### config.mk
export PLATFORM = sky130hd
export DESIGN_NAME = tone_gen
export DESIGN_NICKNAME = d
export VERILOG_FILES = /design/src/rtl/tone_gen.sv
export SDC_FILE = /design/constraint.sdc
export NUM_CORES = 1
export LEC_CHECK = 0
export ABC_AREA = 1
export BUFFER_PORTS_ARGS = -buffer_cell sky130_fd_sc_hd__buf_2
export CORE_UTILIZATION = 59
export DETAILED_ROUTE_END_ITERATION = 10
export GPL_ROUTABILITY_DRIVEN = 0
export HOLD_SLACK_MARGIN = 0.05
export PLACE_DENSITY = 0.91
export SLEW_MARGIN = 10
export SYNTH_ARGS = -nofsm -noshare
export SYNTH_HDL_FRONTEND = slang
export SYNTH_SLANG_ARGS = --single-unit
### constraint.sdc
create_clock -name clk -period 2.3 [get_ports clk]
set_clock_uncertainty 0.2 [all_clocks]
set_input_delay 0.23 -clock clk [delete_from_list [all_inputs] [get_ports clk]]
set_output_delay 0.23 -clock clk [all_outputs]
set_load 0.01 [all_outputs]
### src/rtl/tone_gen.sv
// tone_gen: phase-accumulator tone generator with envelope and offset-binary output.
//
// A free-running divider produces one tick every DIV clocks. On each tick the
// phase accumulator advances by freq_i and the envelope updates. One clock
// later the sample is shaped, scaled by the envelope and registered, so a tick
// in cycle T shows up as sample_o=1 and a new audio_o in cycle T+2.
//
// Ports
//   clk       sole clock, rising edge
//   rst       synchronous active-high reset
//   freq_i    phase increment per sample, sampled on tick only
//   wave_i    0 square, 1 saw, 2 triangle, 3 silence
//   gate_i    note on/off, sampled on tick only
//   audio_o   16-bit offset-binary sample, midscale 16'h8000
//   sample_o  one-clock strobe marking a new audio_o value
//
// Build option
//   TONE_GEN_ENVELOPE_EN  defined: attack/sustain/release envelope FSM.
//                         undefined: envelope jumps to 256/0 with gate_i.
//
// Envelope FSM (TONE_GEN_ENVELOPE_EN only)
//   state    | meaning
//   IDLE     | env held at 0, waiting for gate
//   ATTACK   | env ramps up by ATTACK_STEP per tick, capped at 256
//   SUSTAIN  | env held at 256 while gate stays high
//   RELEASE  | env ramps down by RELEASE_STEP per tick, floored at 0

module tone_gen #(
  parameter int DIV          = 625,
  parameter int PHASE_BITS   = 24,
  parameter int ATTACK_STEP  = 4,
  parameter int RELEASE_STEP = 1
) (
  input  logic                  clk,
  input  logic                  rst,
  input  logic [PHASE_BITS-1:0] freq_i,
  input  logic [1:0]            wave_i,
  input  logic                  gate_i,
  output logic [15:0]           audio_o,
  output logic                  sample_o
);

  localparam int CNT_W = $clog2(DIV);
  localparam logic [CNT_W-1:0] CNT_MAX = CNT_W'(DIV - 1);

  logic [CNT_W-1:0]      cnt_q, cnt_d;
  logic [PHASE_BITS-1:0] phase_q, phase_d;
  logic [8:0]            env_q, env_d;
  logic                  tick;
  logic                  tick_q;
  logic [15:0]           audio_q, audio_d;
  logic                  sample_q;

  assign tick  = (cnt_q == CNT_MAX);
  assign cnt_d = tick ? '0 : cnt_q + CNT_W'(1);

  // Modular add: phase wrap is silent by construction.
  assign phase_d = tick ? phase_q + freq_i : phase_q;

`ifdef TONE_GEN_ENVELOPE_EN
  localparam logic [1:0] ST_IDLE    = 2'd0;
  localparam logic [1:0] ST_ATTACK  = 2'd1;
  localparam logic [1:0] ST_SUSTAIN = 2'd2;
  localparam logic [1:0] ST_RELEASE = 2'd3;

  logic [1:0] state_q, state_d;
  logic [9:0] env_sum;
  logic       attack_full;
  logic [8:0] env_inc;
  logic       release_empty;
  logic [8:0] env_dec;

  assign env_sum       = {1'b0, env_q} + 10'(ATTACK_STEP);
  assign attack_full   = (env_sum >= 10'd256);
  assign env_inc       = attack_full ? 9'd256 : env_sum[8:0];
  assign release_empty = (env_q <= 9'(RELEASE_STEP));
  assign env_dec       = release_empty ? 9'd0 : env_q - 9'(RELEASE_STEP);

  // A state change on a gate edge takes the whole tick: the target state's
  // ramp starts on the following tick, from the env value held here.
  always_comb begin
    state_d = state_q;
    env_d   = env_q;
    if (tick) begin
      case (state_q)
        ST_IDLE: begin
          env_d = 9'd0;
          if (gate_i) state_d = ST_ATTACK;
        end
        ST_ATTACK: begin
          if (!gate_i) begin
            state_d = ST_RELEASE;
          end else begin
            env_d = env_inc;
            if (attack_full) state_d = ST_SUSTAIN;
          end
        end
        ST_SUSTAIN: begin
          env_d = 9'd256;
          if (!gate_i) state_d = ST_RELEASE;
        end
        ST_RELEASE: begin
          if (gate_i) begin
            state_d = ST_ATTACK;
          end else begin
            env_d = env_dec;
            if (release_empty) state_d = ST_IDLE;
          end
        end
        default: begin
          state_d = ST_IDLE;
          env_d   = 9'd0;
        end
      endcase
    end
  end

  always_ff @(posedge clk) begin
    if (rst) state_q <= ST_IDLE;
    else     state_q <= state_d;
  end
`else
  always_comb begin
    env_d = env_q;
    if (tick) env_d = gate_i ? 9'd256 : 9'd0;
  end
`endif

  // Sample shaping, evaluated in the cycle after the tick so it sees the
  // freshly updated phase and env.
  logic [15:0]        p;
  logic [15:0]        u;
  logic signed [16:0] diff;
  logic signed [9:0]  env_s;
  logic signed [26:0] prod;

  assign p = phase_q[PHASE_BITS-1 -: 16];

  always_comb begin
    case (wave_i)
      2'd0:    u = p[15] ? 16'hFFFF : 16'h0000;
      2'd1:    u = p;
      2'd2:    u = p[15] ? ~{p[14:0], 1'b0} : {p[14:0], 1'b0};
      default: u = 16'h8000;
    endcase
  end

  // Signed deviation from midscale times env (0..256), then /256. With
  // env=256 the shift undoes the multiply exactly; the result always fits
  // back into 16 bits around midscale.
  assign diff    = $signed({1'b0, u}) - 17'sd32768;
  assign env_s   = {1'b0, env_q};
  assign prod    = 27'(diff) * 27'(env_s);
  assign audio_d = 16'h8000 + 16'(prod >>> 8);

  always_ff @(posedge clk) begin
    if (rst) begin
      cnt_q    <= '0;
      phase_q  <= '0;
      env_q    <= 9'd0;
      tick_q   <= 1'b0;
      audio_q  <= 16'h8000;
      sample_q <= 1'b0;
    end else begin
      cnt_q    <= cnt_d;
      phase_q  <= phase_d;
      env_q    <= env_d;
      tick_q   <= tick;
      sample_q <= tick_q;
      if (tick_q) audio_q <= audio_d;
    end
  end

  assign audio_o  = audio_q;
  assign sample_o = sample_q;

endmodule

==> Yosys cells after proc, flatten, opt, wreduce, memory -nomap -nowiden <==
Cells that the tools add are included.
{ "op_classes": {"add_sub_neg": 4, "eq_ne": 3, "n_reduce_logical": 2, "n_bitwise": 1, "n_mul": 1, "mux": 4} }
{ "ops": {"columns": ["op", "count"], "rows": [
  ["16-bit one-hot mux with 3 select lines", 1],
  ["16-bit 2-to-1 mux", 2],
  ["24-bit adder", 1],
  ["17-bit by 10-bit multiplier with 24-bit output", 1],
  ["16-bit by 16-bit subtractor with 17-bit output (second input constant)", 1],
  ["16-bit adder (first input constant)", 1],
  ["16-bit inverter", 1],
  ["10-bit by 1-bit adder with 10-bit output (second input constant)", 1],
  ["10-bit equality test (second input constant)", 1],
  ["9-bit 2-to-1 mux", 1],
  ["2-bit by 1-bit equality test with 1-bit output (second input constant)", 1],
  ["2-bit equality test (second input constant)", 1],
  ["2-bit zero test", 1],
  ["2-bit OR reduction", 1]
]} }
{ "word_totals": {"register_bits": 61, "out_inout_bits": 17, "word_cells": 21, "in_bits": 29} }

==> Depth between registers and ports, before layout <==
{ "depth": {"ltp_word": 6, "depth_mapped": 12, "mapped_depth_nobuf": 12} }

==> Worst setup path before layout <==
Ideal clock, no wire load.
{ "synth_path": {"path_kind": "register to register", "start": "register phase_q[0]", "end": "register phase_q[16]", "synth_period_minus_slack_ns": 1.835, "slack_ns": 0.465, "stages_incl_launch_ff": 11, "arrival_ns": 1.522, "setup_time_ns": 0.113, "t_required_ns": 1.987, "path_buffers": 0, "cell_sequence": "dfxtp_1 -> ha_1 -> fa_1 -> nand3_1 -> nand3_1 -> nand2_1 -> nand2_1 -> nand3_1 -> nand3b_1 -> nand3_1 -> nand2_1"} }
{ "synth_via": {"elab_chain_len": 1} }
{ "synth_rtl": {"columns": ["element", "line_no", "text"], "rows": [
  ["start: declaration", "47", "logic [PHASE_BITS-1:0] phase_q, phase_d;"],
  ["start signal: assignment", "166", "phase_q <= phase_d;"],
  ["24-bit adder", "58", "assign phase_d = tick ? phase_q + freq_i : phase_q;"]
]} }
Every way passes these cells.
A chain may end at the register's enable or synchronous reset.

==> Final worst setup path <==
{ "layout_path": {"start": "register phase_q[0]", "end": "register phase_q[8]"} }
The elaborated chain is that of the path after synthesis.

==> out/results.tsv <==
stage	metric	value	unit
global_route	grt_max_degree	25	
clock_network	cts_tree	done	
yosys	synth-xor-area-share	3.59	%
yosys	synth.cell_area	3900	µm²
routing	drt_first_iter_violations	399	
floorplan	boundaryPins	46	
place	dp.final_hpwl	7660	µm
power	peakVddDrop	0.317	mV
hold_path	hp-class	input pin to flip-flop	
yosys	yosysUniqueCellTypes	34	
clock_network	worstSkewPairLatency	0.32	ns
setup_path	critical_path_arrival	2.07	ns
yosys	synth_adder_area_share	8.53	%
clock_network	depth_of_the_cts_h_tree	2	
sta	worst-slew-pin-transition	0.523	ns
sta	timing.slew.headroom	65.0	%
sta	timing.fmax	0.482	GHz
yosys	post_synth_and_or_nand_nor_area_fraction	38.7	%
routing	routedWlPerCell	13.2	µm
yosys	postSynthNetCount	696	
floorplan	core_area	6350	µm²
power	power.share.switching	25.4	%
routing	drtPass1Iterations	5	
routing	route.vias.total	4201	
setup_path	worstSetupEndpointType	flip-flop	
final_layout	fin_util	67.4	%
yosys	number_of_flops_mapped_to_enable_cells_by_yosys	0	
clock_network	cts.hold.buffers_added	1	
setup_path	slowest_stage	sky130_fd_sc_hd__fa_1	
yosys	async_flop_share	0	%
power	power_leakage	2.35	nW
final_layout	antennaDiodeCount	0	
power	comb_power_share	9.4	%
sta	rsz0062_at_grt	false	
sta	fin_crit	2.08	ns
floorplan	dieHeight	83.3	µm
clock_network	ctsResizeCount	0	
setup_path	critPathRequiredTime	2.30	ns
setup_path	path_max_fanout	4	
global_route	grt_overflow	0	
yosys	yosys-mux-area-fraction	0	%
power	seq_power_share	52.9	%
place	place_inst	756	
final_layout	area_growth_syn_to_layout	9.69	%
yosys	yosysSeqAreaShare	27.2	%
yosys	syn_area_per_cell	6.08	µm²
routing	wirelength	10100	µm
flow_run	cap_viol_max_count	0	
yosys	main_combinational_cell_family_by_area_after_synthesis	simple AND/OR/NAND/NOR gates	
clock_network	cts.sinks	53	
setup_path	critical-path-max-stage-delay	0.42	ns
power	p_int	1.31	mW
sta	pins_over_their_slew_limit	0	
place	numPortBuffers	45	
setup_path	start_kind	flip-flop	
floorplan	fp.dieW	83.3	µm
power	power.density_cell_area	409	nW/µm²
clock_network	cts-root-buf	sky130_fd_sc_hd__clkbuf_8	
final_layout	drive_gt1_share	10.2	%
sta	setup_viol	0	
global_route	grt_util_all_layers	30.0	%
yosys	share_of_the_synthesized_area_in_compound_gates_ao_oa_aoi_oai	9.66	%
global_route	antenna_found_initial	0	
floorplan	die-area	6940	µm²
clock_network	setup_fix_bufs_post_cts	0	
yosys	synth-seq-cells	53	
routing	final_antenna_net_count	0	
clock_network	clock_path_buffers	2	
yosys	netlist_instances	641	
setup_path	timing.setup.critical_path_class	flip-flop to flip-flop	
global_route	wire_length_of_the_first_global_routing_pass	17200	µm
yosys	synthesis.yosys.warnings	0	
routing	drc	0	
final_layout	num-nets-final	742	
floorplan	floorplan.initialDensity	61.4	%
sta	finalCritPeriodShare	90.2	%
power	net-switching-power	0.444	mW
clock_network	clk_pin_slew	0.10	ns
yosys	synth-main-ff-cell	sky130_fd_sc_hd__dfxtp_1	
power	clock_power_share	37.8	%
floorplan	row_count	29	
final_layout	final_cell_count_without_fillers	765	
global_route	grt_pass1_vias	3961	
routing	avgViaCountPerCell	5.49	
sta	hold_viol_final	0	
status	status	complete, no violations	
clock_network	cts-buffers-inserted	5	
setup_path	cp_cell_sequence	ha_1 > fa_1 > nand3_1 > nand3_1 > nand2_1 > nand2_1 > o21ai_0 > o21ai_0	
sta	tns	0	ns
[cell type report]
| type | instances | area [µm²] |
|---|---|---|
| well taps | 77 | 96.3 |
| inverters | 97 | 369 |
| clock inverters | 2 | 38.8 |
| fillers | 574 | 2070 |
| multi-input cells | 478 | 2360 |
| repair buffers | 52 | 280 |
| clock buffers | 6 | 72.6 |
| flip-flops and latches | 53 | 1060 |
[cells by family (layout without fill, tap and decap cells)]
group | Yosys count | after routing
AND/OR/NAND/NOR | 367 | 367
buffers and inverters | 110 | 157
AO/OA/AOI/OAI | 69 | 69
flip-flops | 53 | 53
adder cells (fa/ha/maj) | 26 | 26
XOR/XNOR | 16 | 16
[per-layer routing]
layer	global-route usage, %	part of all wire [%]
met5	0	0
met4	12.5	3.4
met3	4.47	6.2
met2	51.8	48
met1	37.1	43
[stage by stage]
step	setup slack, ns	hold WS (ns)	total power, mW	instance area (µm²)
final	0.224	0.0713	1.75	4280
after global placement	0.275	0.242	1.10	4160
after global routing	0.0820	0.0921	1.80	4280
after CTS	0.235	0.0725	1.76	4280
after floorplan	0.465	0.175	1.06	3900
after detailed placement	0.226	0.257	1.10	4160
[cells in the mapped netlist, types with 7 or more instances]
cell type                 number  area [µm²]
sky130_fd_sc_hd__inv_1        94         353
sky130_fd_sc_hd__nand3_1      48         240
sky130_fd_sc_hd__o21ai_1       7        35.0
sky130_fd_sc_hd__nand4_1       7        43.8
sky130_fd_sc_hd__nor2_1       45         169
sky130_fd_sc_hd__nand2_1     251         942
sky130_fd_sc_hd__a21oi_1      39         195
sky130_fd_sc_hd__dfxtp_1      53        1060
sky130_fd_sc_hd__ha_1         25         313
sky130_fd_sc_hd__o21ai_0      15        75.1
sky130_fd_sc_hd__xor2_1       12         105
[cells in the final DEF, fill, tap and decap left out, types with 4 or more instances in the layout]
cell,n
sky130_fd_sc_hd__nand2_1,251
sky130_fd_sc_hd__inv_1,94
sky130_fd_sc_hd__dfxtp_1,53
sky130_fd_sc_hd__nand3_1,48
sky130_fd_sc_hd__nor2_1,45
sky130_fd_sc_hd__buf_2,45
sky130_fd_sc_hd__a21oi_1,39
sky130_fd_sc_hd__ha_1,25
sky130_fd_sc_hd__o21ai_0,15
sky130_fd_sc_hd__xor2_1,12
sky130_fd_sc_hd__o21ai_1,7
sky130_fd_sc_hd__nand4_1,7
sky130_fd_sc_hd__buf_4,6
sky130_fd_sc_hd__clkbuf_8,5
sky130_fd_sc_hd__xnor2_1,4
sky130_fd_sc_hd__nor3_1,4
[critical path: cells and delay by family (launching register included)]
family,cells,cell delay (ns)
flip-flops,1,0.33
adder cells (fa/ha/maj),2,0.64
AO/OA/AOI/OAI,2,0.36
AND/OR/NAND/NOR,4,0.43
[worst paths after layout]
check                                   to  slack, ns  startpoint  cells after the start
worst min-delay path            phase_q[0]       0.07   freq_i[0]                      3
worst min register to register  phase_q[6]       0.27  phase_q[6]                      2
worst max register to register  phase_q[8]       0.22  phase_q[0]                      8
worst max-delay path            phase_q[8]       0.22  phase_q[0]                      8
[state kept, by name (all words and copies together) (netlist names)]
signal    flops
cnt_q        10
env_q         1
phase_q      24
tick_q        1
audio_o      16
sample_o      1
[power by group through the flow]
stage          logic [mW]  registers (mW)  clock network (mW)
3_5_place_dp        0.158           0.946                   0
3_3_place_gp        0.152           0.946                   0
6_report            0.164           0.925               0.661
5_1_grt             0.183           0.926               0.695
4_1_cts             0.162           0.925               0.671
2_1_floorplan       0.109           0.946                   0
(Power assumes the default switching activity.)
